<file path="config.mk">
export PLATFORM = sky130hd
export DESIGN_NAME = breakout_session_ctrl
export DESIGN_NICKNAME = d
export VERILOG_FILES = /design/src/rtl/breakout_session_ctrl.sv
export SDC_FILE = /design/constraint.sdc
export NUM_CORES = 1
export LEC_CHECK = 0
export ABC_AREA = 1
export BUFFER_PORTS_ARGS = -buffer_cell sky130_fd_sc_hd__buf_2
export CAP_MARGIN = 10
export CORE_MARGIN = 2
export CORE_UTILIZATION = 43
export CTS_CLUSTER_SIZE = 14
export DETAILED_ROUTE_END_ITERATION = 10
export PLACE_DENSITY = 0.69
export SETUP_SLACK_MARGIN = 0.02
export SLEW_MARGIN = 0
export SYNTH_ARGS = -nofsm -noshare
export SYNTH_HDL_FRONTEND = slang
export SYNTH_SLANG_ARGS = --single-unit
</file>
<file path="constraint.sdc">
create_clock -name vga_clk -period 2.04 [get_ports vga_clk]
set_input_delay 0.204 -clock vga_clk [delete_from_list [all_inputs] [get_ports vga_clk]]
set_output_delay 0.204 -clock vga_clk [all_outputs]
set_load 0.01 [all_outputs]
</file>
<file path="src/rtl/breakout_session_ctrl.sv">
// Breakout session sequencer: debounced start/pause buttons drive the
// title / countdown / play / pause / result flow and the game-core enables.
module breakout_session_ctrl #(
  parameter int CLK_HZ       = 25_000_000,
  parameter int DEBOUNCE_CYC = 250_000,
  parameter int COUNT_SEC    = 3,
  parameter int RESULT_SEC   = 5
) (
  input  logic       vga_clk,
  input  logic       sys_rst,
  input  logic       start_btn,
  input  logic       pause_btn,
  input  logic       game_win,
  input  logic       game_lose,
  output logic       game_active,
  output logic       run_en,
  output logic       core_rst,
  output logic [1:0] screen_sel,
  output logic [3:0] countdown,
  output logic [2:0] state,
  output logic [7:0] win_count,
  output logic [7:0] lose_count
);

  localparam int SW = (CLK_HZ > 1) ? $clog2(CLK_HZ) : 1;
  localparam int DW = (DEBOUNCE_CYC > 1) ? $clog2(DEBOUNCE_CYC) : 1;

  typedef enum logic [2:0] {
    S_IDLE  = 3'd0,
    S_CD    = 3'd1,
    S_PLAY  = 3'd2,
    S_PAUSE = 3'd3,
    S_RES   = 3'd4
  } state_e;

  logic [1:0]         sync1_q, sync2_q;
  logic [1:0]         lvl_q, lvl_d;
  logic [1:0][DW-1:0] db_cnt_q, db_cnt_d;
  logic [1:0]         pulse_q, pulse_d;
  state_e             state_q, state_d;
  logic [SW-1:0]      sec_q, sec_d;
  logic [3:0]         cd_q, cd_d;
  logic [3:0]         res_q, res_d;
  logic               res_win_q, res_win_d;
  logic [7:0]         win_q, win_d;
  logic [7:0]         lose_q, lose_d;
  logic               ga_q, ga_d;
  logic               run_q, run_d;
  logic               crst_q, crst_d;
  logic [1:0]         scr_q, scr_d;
  logic               start_p, pause_p, tick;

  assign start_p = pulse_q[0];
  assign pause_p = pulse_q[1];
  assign tick    = (sec_q == SW'(CLK_HZ - 1));

  always_comb begin
    for (int i = 0; i < 2; i++) begin
      lvl_d[i]    = lvl_q[i];
      db_cnt_d[i] = '0;
      pulse_d[i]  = 1'b0;
      if (sync2_q[i] != lvl_q[i]) begin
        if (db_cnt_q[i] == DW'(DEBOUNCE_CYC - 1)) begin
          lvl_d[i]   = sync2_q[i];
          pulse_d[i] = sync2_q[i];
        end else begin
          db_cnt_d[i] = db_cnt_q[i] + DW'(1);
        end
      end
    end
  end

  always_comb begin
    state_d   = state_q;
    cd_d      = cd_q;
    res_d     = res_q;
    res_win_d = res_win_q;
    win_d     = win_q;
    lose_d    = lose_q;
    unique case (state_q)
      S_IDLE: begin
        if (start_p) begin
          state_d = S_CD;
          cd_d    = 4'(COUNT_SEC);
        end
      end
      S_CD: begin
        if (start_p) begin
          state_d = S_IDLE;
          cd_d    = '0;
        end else if (tick) begin
          if (cd_q == 4'd1) begin
            state_d = S_PLAY;
            cd_d    = '0;
          end else begin
            cd_d = cd_q - 4'd1;
          end
        end
      end
      S_PLAY: begin
        if (game_win || game_lose) begin
          state_d   = S_RES;
          res_win_d = game_win;
          res_d     = '0;
          if (game_win) begin
            if (win_q != 8'hFF) win_d = win_q + 8'd1;
          end else begin
            if (lose_q != 8'hFF) lose_d = lose_q + 8'd1;
          end
        end else if (pause_p) begin
          state_d = S_PAUSE;
        end else if (start_p) begin
          state_d = S_IDLE;
        end
      end
      S_PAUSE: begin
        if (start_p) state_d = S_IDLE;
        else if (pause_p) state_d = S_PLAY;
      end
      S_RES: begin
        if (start_p) begin
          state_d = S_IDLE;
        end else if (tick) begin
          if (res_q == 4'(RESULT_SEC - 1)) state_d = S_IDLE;
          else res_d = res_q + 4'd1;
        end
      end
      default: state_d = S_IDLE;
    endcase
  end

  // second counter restarts whenever the state changes
  always_comb begin
    sec_d = (tick || state_d != state_q) ? '0 : sec_q + SW'(1);
    ga_d   = (state_d == S_PLAY) || (state_d == S_PAUSE) || (state_d == S_RES);
    run_d  = (state_d == S_PLAY);
    crst_d = (state_d == S_IDLE);
    scr_d  = 2'd0;
    if (state_d == S_IDLE) scr_d = 2'd1;
    else if (state_d == S_RES) scr_d = res_win_d ? 2'd2 : 2'd3;
  end

  // debounced level starts high so a button held through reset
  // must be seen released before it can pulse again
  always_ff @(posedge vga_clk) begin
    if (sys_rst) begin
      sync1_q   <= '0;
      sync2_q   <= '0;
      lvl_q     <= 2'b11;
      db_cnt_q  <= '0;
      pulse_q   <= '0;
      state_q   <= S_IDLE;
      sec_q     <= '0;
      cd_q      <= '0;
      res_q     <= '0;
      res_win_q <= 1'b0;
      win_q     <= '0;
      lose_q    <= '0;
      ga_q      <= 1'b0;
      run_q     <= 1'b0;
      crst_q    <= 1'b1;
      scr_q     <= 2'd1;
    end else begin
      sync1_q   <= {pause_btn, start_btn};
      sync2_q   <= sync1_q;
      lvl_q     <= lvl_d;
      db_cnt_q  <= db_cnt_d;
      pulse_q   <= pulse_d;
      state_q   <= state_d;
      sec_q     <= sec_d;
      cd_q      <= cd_d;
      res_q     <= res_d;
      res_win_q <= res_win_d;
      win_q     <= win_d;
      lose_q    <= lose_d;
      ga_q      <= ga_d;
      run_q     <= run_d;
      crst_q    <= crst_d;
      scr_q     <= scr_d;
    end
  end

  assign state       = state_q;
  assign countdown   = cd_q;
  assign game_active = ga_q;
  assign run_en      = run_q;
  assign core_rst    = crst_q;
  assign screen_sel  = scr_q;
  assign win_count   = win_q;
  assign lose_count  = lose_q;

endmodule
</file>
==> flow_summary.ini, run 1 <==
[route]
postRouteAntennaNets = 0
remaining_drc_errors = 2
vias = 4452
first_iter_violations = 350
routed_wl_um = 10800
first_pass_iters = 8
via_per_inst = 5.04
avgRoutedWirePerCell_um = 12.3

[cells_and_area]
finalCoreUtilization_pct = 51.2
drive_above_1_share_pct = 17.8
multi_input_area_um2 = 2600
fillers = 1099
seq_area_um2 = 2050
syn_to_final_growth_pct = 15.4
diodes = 0
nets = 750

[yosys]
syn_avg_cell_area_um2 = 7.43
synth_edf_count = 0
yosysMostFrequentCell = nand2_1
synth_area_um2 = 5100
synth_area_leaders = dfxtp_1 (40%), nand2_1 (8.6%), inv_1 (7.3%)
syn-instance-count = 687
synth_cell_types = 41
yosys_register_bits = 102
synth_ff_type = dfxtp_1
yosysWarnings = 0
synthTopCellsByCount = nand2_1 (117), dfxtp_1 (102), inv_1 (99), nor2_1 (90), nor3_1 (35)
synth_top_area_share_pct = 40.0
yosysTopAreaCell = dfxtp_1
async_flop_share_pct = 0
ys_seq_area_share_pct = 40.0
mappedNetlistNets = 702

[timing]
rsz0062_at_grt = false
fmax_ghz = 0.523
finClkSkew_ps = 6.80
fin_crit_ps = 1910
tightest_slew_ps = 467
finalSetupViolCount = 0
post-route-period-util_pct = 93.7
slew_violations = 0
slew_headroom_pct = 68.6
hold_viol_final = 0
final.setup.tns_ps = 0

[floorplanning]
die_x_um = 113
ioPinCount = 34
core-area_um2 = 11500
fp.dieArea_um2 = 12800
rows = 39
start_util_pct = 44.3
die_h_um = 113

[critical_path]
path_class = register to register
cp_max_fo = 12
critPathLaunchType = register
end_kind = register
critical_path_arrival_ps = 2150
worst_ep_required_time_ps = 2280

[global_routing]
grt_overflow = 0
grtUsageTotal_pct = 17.2
antenna_found_initial = 0
grt_start_max_net_pins = 26
grt_pass1_vias = 4277
grt_pass1_wl_um = 18400

[clocking]
clk_pin_slew_worst_paths_ps = 70
htreeDepth = 3
tritoncts = yes
clkLatencyLatePin_ps = 350
numCtsBuffers = 9
clock-sinks = 102
holdBufCountCts = 0
clockRootBuffer = clkbuf_16
clk_path_buf_depth = 2

[run_status]
status = finished with violations
violations = DRC

[pwr]
powerDensity_nw_per_um2 = 676
irDropWorstVdd_mv = 0.460
p_leak_nw = 2.30

[hold_path]
hold_class = input port to register

[placement]
port_buffers = 33
dpl.hpwl_um = 7920
place_congestion = 0.892

[job]
cap_violations = 0
[routing by layer]
| layer | vias up | wire length (µm) | global-route usage (%) |
|---|---|---|---|
| li1 | 2307 | - | - |
| met1 | 2059 | 4940 | 20.5 |
| met2 | 69 | 5340 | 30.4 |
| met3 | 17 | 342 | 3.86 |
| met4 | 0 | 214 | 6.34 |
| met5 | - | 0 | 0 |
[kinds of logic (layout without fill, tap and decap cells)]
family | count (synthesis) | count (layout) | synth area share (%)
buffers and inverters | 121 | 174 | 9.88
xor gates and xnor gates | 36 | 36 | 6.18
and+or+nand+nor | 366 | 366 | 35.9
AOI/OAI and AO/OA | 53 | 53 | 5.88
adders and majority gates | 9 | 9 | 2.21
DFF | 102 | 102 | 40.0
[report_power, final]
part	total (mW)	leakage, nW	switching, mW	internal, mW
logic	0.112	1.32	0.0698	0.0422
registers	2.02	0.825	0.0146	2.01
clock network	1.84	0.156	0.764	1.08
total	3.98	2.30	0.849	3.13
[stage by stage]
step                      std cells  setup WS, ps  hold WS (ps)  area, µm²  total power, mW
after floorplan                 687           322           311       5100             2.14
after global placement          862           120           389       5470             2.17
after global routing            883          3.69          72.8       5890             4.12
after CTS                       878          57.8          61.7       5790             4.01
final                           883           129          76.6       5890             3.98
after detailed placement        862          70.6           398       5470             2.17
[cells in the final DEF, fill, tap and decap left out, types with 3 or more instances in the layout]
cell type	n
nand2_1	116
inv_1	99
dfxtp_1	98
nor2_1	86
nor3_1	35
buf_2	33
nand3_1	31
xor2_1	28
a21oi_1	27
nand4_1	24
nor3_2	22
inv_2	10
o21ai_0	10
clkbuf_16	10
buf_4	10
nor2_2	9
nor4_1	9
nor3b_1	9
xnor2_1	8
nand3_2	7
ha_1	7
or2_2	4
nand2_2	4
dfxtp_2	4
o21a_1	3
a31oi_1	3
buf_12	3
[layout make-up]
type | count | area share, %
Clock buffer | 9 | 3.82
Clock inverter | 7 | 1.61
Inverter | 111 | 7.07
Multi-Input combinational cell | 464 | 44.2
Sequential cell | 102 | 34.7
Tap cell | 143 | 3.04
Timing Repair Buffer | 47 | 5.52
[worst max-delay path: stages (launching register included)]
cell and delay (ps):
dfxtp_2 360, ha_2 220, nand2_1 70, nor2_2 110
nand2_1 90, nor4_1 430, nor3_1 140, nand3_4 150
clkbuf_16 190, nor3_2 40
[state kept, by name (all words and copies together), names as in the netlist, 3 cells and up]
| name | flops |
|---|---|
| state | 3 |
| sec_q | 25 |
| db_cnt_q | 36 |
| win_count | 8 |
| res_q | 4 |
| lose_count | 8 |
| countdown | 4 |
[worst paths after layout]
| check | startpoint | to | slack (ps) | cells after the start |
|---|---|---|---|---|
| worst max-delay path | sec_q[0] | sec_q[22] | 130 | 9 |
| worst min-delay path | pause_btn | sync1_q[1] | 80 | 3 |
| worst max register to register | sec_q[0] | sec_q[22] | 130 | 9 |
| worst min register to register | sync1_q[0] | sync2_q[0] | 400 | 2 |
[what timing repair did]
item                                    4_1_cts  5_1_grt
endpoints found under the setup margin        0       35
buffers inserted                              0        4
resized for setup                             0       16
No activity file was read; power rests on OpenSTA's default activity.
==> run 2, diff against run 1 <==
Settings changed: CORE_MARGIN 2 to not set, TNS_END_PERCENT set to 50.
==> flow_summary.ini, run 2 (same netlist as run 1, synthesis figures left out) <==
[pwr]
p_leak_nw = 2.28
p_sw_uw = 913
irDropWorstVdd_mv = 0.439
combPwrFrac_pct = 2.9
internal-power_mw = 3.04
powerDensity_nw_per_um2 = 673
power.share.clock_pct = 45.9
pwr-share-seq_pct = 51.2
netSwitchingFraction_pct = 23.1

[critical_path]
cp_cell_sequence = nand2_1 -> nor2_1 -> nand2_1 -> nor2_1 -> nand4_1 -> nand2_1 -> inv_2 -> nand3_2 -> nand3_4 -> buf_12 -> nor3_1
crit_end = sec_q[1]
path_common_cell = nand2_1
worst_ep_required_time_ps = 2290
end_kind = register
path_class = register to register
r2r_start = sec_q[11]
reg2reg_setup_slack_ps = 200
cp-startpoint = sec_q[11]
rr_worst_depth = 11
cp_max_fo = 13
slowest_delay_ps = 420
critPathSlowestCell = dfxtp_1
critical_path_arrival_ps = 2090
critPathLaunchType = register
timing.rr.end = sec_q[1]

[route]
routed_wl_um = 10500
postRouteAntennaNets = 0
via_per_inst = 5.02
remaining_drc_errors = 4
avgRoutedWirePerCell_um = 11.8
vias = 4437
first_pass_iters = 7
first_iter_violations = 298

[floorplanning]
fp.dieArea_um2 = 12300
core-area_um2 = 11500
ioPinCount = 34
start_util_pct = 44.3
die_h_um = 111
rows = 39
die_x_um = 111

[clocking]
clkLatencyLatePin_ps = 340
clockRootBuffer = clkbuf_16
clk_pin_slew_worst_paths_ps = 70
clk_path_buf_depth = 2
clock-sinks = 102
htreeDepth = 3
holdBufCountCts = 0
numCtsBuffers = 9
tritoncts = yes

[timing]
fmax_ghz = 0.544
rsz0062_at_grt = true
slew_headroom_pct = 72.0
tightest_slew_ps = 416
final.setup.tns_ps = 0
hold_viol_final = 0
slew_violations = 0
fin_crit_ps = 1840
post-route-period-util_pct = 90.1
finClkSkew_ps = 5.89
finalSetupViolCount = 0

[placement]
place_congestion = 0.884
dpl.hpwl_um = 7540
port_buffers = 33
dp_cells = 863

[global_routing]
grt_pass1_vias = 4170
grt_pass1_wl_um = 18300
grtUsageTotal_pct = 17.8
antenna_found_initial = 0
grt_start_max_net_pins = 26
grt_overflow = 0

[cells_and_area]
diodes = 0
layout.cells.most_common_list = nand2_1 (116), inv_1 (98), dfxtp_1 (98), nor2_1 (88), nor3_1 (35)
nets = 751
final_common_cell = nand2_1
reg.largest.list = db_cnt_q x36, sec_q x25
stdcell_count = 884
regMostFlops = db_cnt_q
fillers = 1091
drive_above_1_share_pct = 17.7
largest_reg_flops = 36
syn_to_final_growth_pct = 15.0

[job]
cap_violations = 0

[run_status]
violations = DRC
status = finished with violations

[hold_path]
hold_class = input port to register
hp-start = pause_btn
-- run 2: changes by cell type in the layout (fill, tap and decap cells not counted), sizes merged --
| cell | previous run | this run |
|---|---|---|
| buf | 46 | 47 |
| bufinv | 2 | 1 |
| clkinv | 4 | 3 |
| clkinvlp | 1 | 2 |
| inv | 111 | 112 |
-- run 2: area by class of cell --
type	instances	area (µm²)	share of cell area [%]
Multi-Input combinational cell	464	2590	44.1
Tap cell	143	179	3.05
Inverter	111	417	7.09
Clock inverter	7	92.6	1.58
Timing Repair Buffer	48	320	5.45
Sequential cell	102	2050	34.9
Clock buffer	9	225	3.83
-- run 2: worst max-delay path: cells and delay by family (launching register included) --
| kind | cells | cell delay (ps) |
|---|---|---|
| buffers and inverters | 2 | 230 |
| DFF | 1 | 420 |
| and+or+nand+nor | 9 | 1110 |
-- run 2: worst min path at each step --
stage,to,slack [ps],cells past startpoint
final,sync1_q[1],70,3
after global routing,sync1_q[1],80,3
after CTS,sync1_q[1],50,3
after detailed placement,sync2_q[0],400,2
after global placement,sync2_q[0],390,2
after floorplan,sync1_q[0],310,2
-- run 2: power groups by stage --
stage	Clock, mW	Combinational, mW	Sequential, mW
2_1_floorplan	0	0.0795	2.06
3_3_place_gp	0	0.0994	2.07
3_5_place_dp	0	0.103	2.07
4_1_cts	1.86	0.103	2.02
5_1_grt	1.92	0.135	2.03
6_report	1.81	0.116	2.02
-- run 2: timing repair --
| action | 4_1_cts | 5_1_grt |
|---|---|---|
| resized for setup | 0 | 13 |
| buffers inserted | 0 | 4 |
| setup endpoints to repair | 0 | 35 |
-- run 2: metal layers --
metal / share of wire (%) / wire length (µm) / global-route usage, %
met3: 3.4 / 351 / 3.72
met2: 48 / 5000 / 30.1
met4: 1.7 / 174 / 6.85
met5: 0 / 0 / 0
met1: 47 / 4930 / 22.1
-- run 2: stage by stage --
stage / hold slack [ps] / cell area (µm²) / total power, mW / util [%] / setup slack (ps)
after global routing: 75.6 / 5870 / 4.08 / 51.0 / 19.9
after floorplan: 311 / 5100 / 2.14 / - / 322
after detailed placement: 395 / 5460 / 2.17 / 47.4 / 51.0
after CTS: 47.3 / 5780 / 3.99 / 50.2 / 32.4
after global placement: 389 / 5460 / 2.17 / 47.4 / 76.6
final: 66.0 / 5870 / 3.95 / 51.0 / 202
